[src/rtl/data_sram_bridge_if.sv]
// Variable-latency bus between the data SRAM bridge (master) and memory (slave).
// One request is outstanding at a time; req is held until addr_ok.
interface data_sram_bridge_if;
    logic        bus_req;
    logic        bus_wr;
    logic [3:0]  bus_wstrb;
    logic [31:0] bus_addr;
    logic [31:0] bus_wdata;
    logic        bus_addr_ok;
    logic        bus_data_ok;
    logic [31:0] bus_rdata;

    modport master (
        output bus_req, bus_wr, bus_wstrb, bus_addr, bus_wdata,
        input  bus_addr_ok, bus_data_ok, bus_rdata
    );

    modport slave (
        input  bus_req, bus_wr, bus_wstrb, bus_addr, bus_wdata,
        output bus_addr_ok, bus_data_ok, bus_rdata
    );
endinterface

[src/rtl/data_sram_bridge.sv]
// Converts the core's fixed-latency data_sram port into a req/addr_ok/data_ok bus.
// Stores are posted through a small write buffer; loads stall until the buffer drains and data returns.
module data_sram_bridge #(
    parameter int unsigned WBUF_DEPTH = 2
) (
    input  logic                  clk,
    input  logic                  resetn,
    input  logic                  data_sram_en,
    input  logic [3:0]            data_sram_wen,
    input  logic [31:0]           data_sram_addr,
    input  logic [31:0]           data_sram_wdata,
    output logic [31:0]           data_sram_rdata,
    output logic                  mem_stall,
    data_sram_bridge_if.master    bus
);

    localparam int unsigned PTR_W = (WBUF_DEPTH > 1) ? $clog2(WBUF_DEPTH) : 1;
    localparam int unsigned CNT_W = $clog2(WBUF_DEPTH + 1);

    typedef struct packed {
        logic [31:0] addr;
        logic [31:0] wdata;
        logic [3:0]  wstrb;
    } wbuf_entry_t;

    typedef enum logic [2:0] {
        IDLE   = 3'd0,
        W_REQ  = 3'd1,
        W_WAIT = 3'd2,
        R_REQ  = 3'd3,
        R_WAIT = 3'd4,
        R_DONE = 3'd5
    } state_t;

    state_t             state_q;
    wbuf_entry_t        wbuf_q [WBUF_DEPTH];
    logic [PTR_W-1:0]   wr_ptr_q;
    logic [PTR_W-1:0]   rd_ptr_q;
    logic [CNT_W-1:0]   count_q;
    logic [31:0]        rdata_q;

    logic               is_store_c;
    logic               is_load_c;
    logic               fifo_full_c;
    logic               fifo_empty_c;
    logic               push_c;
    logic               pop_c;
    wbuf_entry_t        head_c;

    assign is_store_c   = data_sram_en & (|data_sram_wen);
    assign is_load_c    = data_sram_en & ~(|data_sram_wen);
    assign fifo_full_c  = (count_q == CNT_W'(WBUF_DEPTH));
    assign fifo_empty_c = (count_q == '0);
    assign push_c       = is_store_c & ~fifo_full_c;
    assign pop_c        = (state_q == W_REQ) & bus.bus_addr_ok;
    assign head_c       = wbuf_q[rd_ptr_q];

    // Loads hold the core until their single completion cycle; stores only when the buffer is full.
    assign mem_stall       = (is_load_c & (state_q != R_DONE)) | (is_store_c & fifo_full_c);
    assign data_sram_rdata = rdata_q;

    // Buffer storage carries no reset; validity is tracked by count_q.
    always_ff @(posedge clk) begin
        if (push_c) begin
            wbuf_q[wr_ptr_q] <= '{addr: data_sram_addr, wdata: data_sram_wdata, wstrb: data_sram_wen};
        end
    end

    always_ff @(posedge clk or negedge resetn) begin
        if (!resetn) begin
            wr_ptr_q <= '0;
            rd_ptr_q <= '0;
            count_q  <= '0;
        end else begin
            if (push_c) wr_ptr_q <= wr_ptr_q + PTR_W'(1);
            if (pop_c)  rd_ptr_q <= rd_ptr_q + PTR_W'(1);
            case ({push_c, pop_c})
                2'b10:   count_q <= count_q + CNT_W'(1);
                2'b01:   count_q <= count_q - CNT_W'(1);
                default: count_q <= count_q;
            endcase
        end
    end

    // Bus FSM with registered bus outputs; writes may launch straight out of R_DONE.
    always_ff @(posedge clk or negedge resetn) begin
        if (!resetn) begin
            state_q       <= IDLE;
            bus.bus_req   <= 1'b0;
            bus.bus_wr    <= 1'b0;
            bus.bus_wstrb <= '0;
            bus.bus_addr  <= '0;
            bus.bus_wdata <= '0;
            rdata_q       <= '0;
        end else begin
            case (state_q)
                IDLE: begin
                    if (is_load_c && fifo_empty_c) begin
                        bus.bus_req   <= 1'b1;
                        bus.bus_wr    <= 1'b0;
                        bus.bus_wstrb <= '0;
                        bus.bus_addr  <= data_sram_addr;
                        state_q       <= R_REQ;
                    end else if (!fifo_empty_c) begin
                        bus.bus_req   <= 1'b1;
                        bus.bus_wr    <= 1'b1;
                        bus.bus_wstrb <= head_c.wstrb;
                        bus.bus_addr  <= head_c.addr;
                        bus.bus_wdata <= head_c.wdata;
                        state_q       <= W_REQ;
                    end
                end
                W_REQ: begin
                    if (bus.bus_addr_ok) begin
                        bus.bus_req <= 1'b0;
                        state_q     <= bus.bus_data_ok ? IDLE : W_WAIT;
                    end
                end
                W_WAIT: begin
                    if (bus.bus_data_ok) state_q <= IDLE;
                end
                R_REQ: begin
                    if (bus.bus_addr_ok) begin
                        bus.bus_req <= 1'b0;
                        if (bus.bus_data_ok) begin
                            rdata_q <= bus.bus_rdata;
                            state_q <= R_DONE;
                        end else begin
                            state_q <= R_WAIT;
                        end
                    end
                end
                R_WAIT: begin
                    if (bus.bus_data_ok) begin
                        rdata_q <= bus.bus_rdata;
                        state_q <= R_DONE;
                    end
                end
                R_DONE: begin
                    if (!fifo_empty_c) begin
                        bus.bus_req   <= 1'b1;
                        bus.bus_wr    <= 1'b1;
                        bus.bus_wstrb <= head_c.wstrb;
                        bus.bus_addr  <= head_c.addr;
                        bus.bus_wdata <= head_c.wdata;
                        state_q       <= W_REQ;
                    end else begin
                        state_q <= IDLE;
                    end
                end
                default: state_q <= IDLE;
            endcase
        end
    end

endmodule

[src/flat_wrapper.sv]
// flat-port wrapper written by rule: the top's interface ports become plain ports
module data_sram_bridge_flat 
#(
    parameter int unsigned WBUF_DEPTH = 2
)
  (clk, resetn, data_sram_en, data_sram_wen, data_sram_addr, data_sram_wdata, data_sram_rdata, mem_stall, bus_bus_req, bus_bus_wr, bus_bus_wstrb, bus_bus_addr, bus_bus_wdata, bus_bus_addr_ok, bus_bus_data_ok, bus_bus_rdata);
  data_sram_bridge_if bus_i ();
  input  logic clk;
  input  logic resetn;
  input  logic data_sram_en;
  input  logic [3:0] data_sram_wen;
  input  logic [31:0] data_sram_addr;
  input  logic [31:0] data_sram_wdata;
  output logic [31:0] data_sram_rdata;
  output logic mem_stall;
  output wire logic [$bits(bus_i.bus_req)-1:0] bus_bus_req;
  output wire logic [$bits(bus_i.bus_wr)-1:0] bus_bus_wr;
  output wire logic [$bits(bus_i.bus_wstrb)-1:0] bus_bus_wstrb;
  output wire logic [$bits(bus_i.bus_addr)-1:0] bus_bus_addr;
  output wire logic [$bits(bus_i.bus_wdata)-1:0] bus_bus_wdata;
  input wire logic [$bits(bus_i.bus_addr_ok)-1:0] bus_bus_addr_ok;
  input wire logic [$bits(bus_i.bus_data_ok)-1:0] bus_bus_data_ok;
  input wire logic [$bits(bus_i.bus_rdata)-1:0] bus_bus_rdata;
  assign bus_bus_req = bus_i.bus_req;
  assign bus_bus_wr = bus_i.bus_wr;
  assign bus_bus_wstrb = bus_i.bus_wstrb;
  assign bus_bus_addr = bus_i.bus_addr;
  assign bus_bus_wdata = bus_i.bus_wdata;
  assign bus_i.bus_addr_ok = bus_bus_addr_ok;
  assign bus_i.bus_data_ok = bus_bus_data_ok;
  assign bus_i.bus_rdata = bus_bus_rdata;
  data_sram_bridge #(.WBUF_DEPTH(WBUF_DEPTH)) u_core (.clk(clk), .resetn(resetn), .data_sram_en(data_sram_en), .data_sram_wen(data_sram_wen), .data_sram_addr(data_sram_addr), .data_sram_wdata(data_sram_wdata), .data_sram_rdata(data_sram_rdata), .mem_stall(mem_stall), .bus(bus_i));
endmodule
[config.mk]
export PLATFORM = sky130hd
export DESIGN_NAME = data_sram_bridge_flat
export DESIGN_NICKNAME = d
export VERILOG_FILES = /design/src/rtl/data_sram_bridge_if.sv /design/src/rtl/data_sram_bridge.sv /design/src/flat_wrapper.sv
export SDC_FILE = /design/constraint.sdc
export NUM_CORES = 1
export LEC_CHECK = 0
export ABC_AREA = 1
export CAP_MARGIN = 10
export CELL_PAD_IN_SITES_DETAIL_PLACEMENT = 1
export CELL_PAD_IN_SITES_GLOBAL_PLACEMENT = 1
export CORE_MARGIN = 8
export CORE_UTILIZATION = 23
export CTS_BUF_LIST = sky130_fd_sc_hd__clkbuf_8
export DETAILED_ROUTE_END_ITERATION = 7
export PLACE_DENSITY = 0.53
export REMOVE_ABC_BUFFERS = 1
export SLEW_MARGIN = 20
export SYNTH_ARGS = -nofsm -noshare
export SYNTH_HDL_FRONTEND = slang
export SYNTH_SLANG_ARGS = --single-unit
[constraint.sdc]
create_clock -name clk -period 5.8 [get_ports clk]
set_input_delay 1.74 -clock clk [delete_from_list [all_inputs] [get_ports clk]]
set_output_delay 1.74 -clock clk [all_outputs]
set_load 0.005 [all_outputs]
==> flow_summary_export.csv, run 1 <==
group,metric,value,unit
placed_design,hpwl,19100,µm
yosys,yosysWarnings,0,
die,core_area,0.0420,mm²
sta,max-slew-margin-rel,39.1,%
yosys,seq_area_frac_synth,69.5,%
yosys,syn_inst,930,
sta,finalSetupTns,0,ps
worst_setup_path,worstPathArrival,3220,ps
yosys,synth-seq-cells,245,
worst_setup_path,startpoint_type,"primary input",
pwr,clockPowerShare,22.3,%
route,vias,7384,
yosys,synth_ff_type,"edfxtp_1",
placed_design,gp_congestion,0.698,
worst_setup_path,crit_family,"buffers and inverters",
global_route,grt_first_pass_wirelength,49200,µm
clock_network,cts_buffer_depth,3,
run,cap_violations,0,
layout,drive_gt1_share,7.03,%
clock_network,postCtsSetupRepairBufs,0,
pwr,internal-power,4.57,mW
layout,finish.utilization,31.8,%
sta,min_period,4960,ps
die,placementRows,75,
worst_setup_path,end_kind,"output port",
clock_network,clk_latency,600,ps
die,die_y,222,µm
clock_network,cts_buffers,46,
layout,layout.nets,1251,
route,drt_iter0_drc,352,
yosys,ys_types,27,
route,wl_per_cell,18.1,µm
global_route,grt_max_degree,82,
sta,worstMarginPinSlew,913,ps
yosys,synth-async-reset-ratio,44.5,%
yosys,avgSynthCellArea,10.5,µm²
pwr,ir_worst_vdd,0.000190,V
die,die_area,0.0495,mm²
global_route,grt_pass1_vias,8224,
pwr,total_leakage_power,5.48,nW
worst_setup_path,cp.required,4060,ps
placed_design,io_buffers,207,
yosys,synth_edf_count,136,
route,drc,0,
worst_setup_path,cpMaxStageDelayCell,"clkdlybuf4s50_1",
pwr,switchingPower,2.71,mW
clock_network,cts.clk_slew.worst_paths,50,ps
worst_setup_path,path_class,"in2out",
worst_setup_path,crit_buf_inv,2,
route,antenna_left,0,
status,status,"completed",
die,start_util,23.3,%
global_route,grt_overflow,0,
route,via_per_inst,4.29,
layout,area_growth,36.2,%
min_path,hp-class,"reg2reg",
route,first_pass_iters,4,
pwr,powerDensity,545,mW/mm²
sta,fmax,202,MHz
sta,skew,30.9,ps
sta,post-route-period-util,85.4,%
pwr,combPwrFrac,39.0,%
global_route,antenna_found_initial,0,
clock_network,cts_hold_buffers,0,
worst_setup_path,cp_cell_sequence,"clkdlybuf4s50_1 -> nor2_1 -> nand2_1 -> nand2_1 -> o21ai_0 -> clkdlybuf4s50_1",
worst_setup_path,crit_fanout,4,
clock_network,ctsResizeCount,0,
sta,final-setup-viol-count,0,
sta,drv_slew,0,
pwr,p_seq_share,38.7,%
yosys,netlist_area,0.00981,mm²
worst_setup_path,critical_path.max_stage_delay,530,ps
clock_network,clock-sinks,245,
pwr,swShare,37.2,%
layout,fillers,4776,
sta,final_hold_viol_count,0,
route,wl,31100,µm
die,die_w,222,µm
worst_setup_path,reg2reg_slack,2690,ps
clock_network,htree_levels,2,
sta,rsz0062_at_grt,"false",
clock_network,cts-root-buf,"clkbuf_8",
global_route,grt_use_total,12.7,%
layout,antennaDiodeCount,0,
die,pin_count,208,
clock_network,cts_tree,"done",
[cell usage after synthesis (2+ instances only)]
library cell	instances	area, µm²
nor2_2	2	12.5
a31oi_1	46	288
edfxtp_1	136	4080
nand3_1	77	385
nand2_1	279	1050
dfrtp_1	109	2730
buf_2	20	100
xor2_1	2	17.5
nor2_1	73	274
clkbuf_1	28	105
inv_2	4	15.0
o21ai_0	46	230
inv_1	66	248
nand3b_1	5	37.5
nand4_1	4	25.0
buf_1	2	7.51
xnor2_1	2	17.5
o21ai_1	4	20.0
nor3_1	4	20.0
a21oi_1	14	70.1
[worst reg2reg max path, cell delays in order, from the launching register on]
cell and delay, ps:
dfrtp_1 450, inv_2 90, nand2_2 130, nand3_4 560, nor2_4 940, buf_4 490
o21ai_0 160, o21ai_0 110, nor2_1 60
[final timing paths]
kind,startpoint,endpoint,cells past startpoint
max,data_sram_wen[1],mem_stall,6
min,u_core.data_sram_rdata[14],u_core.data_sram_rdata[14],2
max reg2reg,u_core.state_q[2],u_core.bus.bus_wstrb[2],8
min reg2reg,u_core.data_sram_rdata[14],u_core.data_sram_rdata[14],2
max in group asynchronous,resetn,u_core.rd_ptr_q,2
min in group asynchronous,resetn,u_core.bus.bus_wdata[24],1
[logic make-up (layout without fill, tap and decap cells)]
group | Yosys count | count (layout) | synth area share [%]
compound gates | 110 | 110 | 6.20
buf+inv | 120 | 371 | 4.85
fa+ha+maj | 1 | 1 | 0.128
simple gates | 450 | 450 | 19.0
xor+xnor | 4 | 4 | 0.357
flops | 245 | 245 | 69.5
[power groups by stage]
stage / registers, mW / clock network (mW) / logic, mW
finish: 2.82 / 1.62 / 2.83
global route: 2.90 / 1.79 / 3.23
CTS: 2.84 / 1.71 / 2.96
detailed placement: 2.86 / 0 / 2.95
global placement: 2.84 / 0 / 2.89
floorplan: 2.85 / 0 / 1.37
[routing by layer]
metal	wire, µm	share of wire [%]	vias to the layer above	GRT usage, %
li1	-	-	3542	-
met3	1770	5.7	50	3.99
met2	14900	48	167	21.5
met1	13700	44	3625	15.4
met5	0	0	-	0
met4	690	2.2	0	3.84
[registers in the layout, summed over array words and instances, names as in the netlist]
signal	flops
u_core.bus.bus_wstrb	4
u_core.data_sram_rdata	32
u_core.state_q	3
u_core.bus.bus_addr	32
u_core.rd_ptr_q	1
u_core.wr_ptr_q	1
u_core.wbuf_q	136
u_core.count_q	2
u_core.bus.bus_wr	1
u_core.bus.bus_req	1
u_core.bus.bus_wdata	32
[stage by stage]
| step | hold slack [ps] | total power [mW] | area (µm²) | worst slack (ps) | instances |
|---|---|---|---|---|---|
| floorplan | 476 | 4.22 | 9590 | 431 | 880 |
| detailed placement | 472 | 5.81 | 12500 | 816 | 1636 |
| CTS | 486 | 7.51 | 13400 | 810 | 1720 |
| global route | 509 | 7.92 | 13400 | 753 | 1720 |
| finish | 485 | 7.27 | 13400 | 845 | 1720 |
| global placement | 465 | 5.73 | 12500 | 840 | 1636 |
[cells in the final DEF (no fill, tap or decap), drive strengths merged]
| master | n |
|---|---|
| bufinv | 1 |
| nand3b | 5 |
| clkinv | 10 |
| ha | 1 |
| edfxtp | 136 |
| dfrtp | 109 |
| and2 | 1 |
| xnor2 | 2 |
| clkbuf | 53 |
| clkinvlp | 1 |
| nor2 | 76 |
| o21ai | 50 |
| nand4 | 4 |
| a21oi | 14 |
| inv | 89 |
| a31oi | 46 |
| nor3 | 5 |
| nand2 | 280 |
| buf | 11 |
| nand3 | 79 |
| xor2 | 2 |
| clkdlybuf4s50 | 206 |
[cell type report]
type,instances,area [µm²],share of cell area [%]
inverter,70,263,1.97
sequential,245,6820,51.0
clock inverter,31,149,1.11
tap,539,674,5.05
timing repair buffer,217,2170,16.3
multi-input combinational,565,2550,19.1
clock buffer,53,729,5.46
Note: power is estimated with default switching activity, not from simulation.
==> run 2: changes to the inputs <==
--- a/config.mk
+++ b/config.mk
@@ -15,6 +15,7 @@
 export DETAILED_ROUTE_END_ITERATION = 7
 export PLACE_DENSITY = 0.53
 export REMOVE_ABC_BUFFERS = 1
+export SKIP_CTS_REPAIR_TIMING = 1
 export SLEW_MARGIN = 20
 export SYNTH_ARGS = -nofsm -noshare
 export SYNTH_HDL_FRONTEND = slang
==> results of run 2 <==
The final DEF is identical to that of run 1; final timing and power are the same.
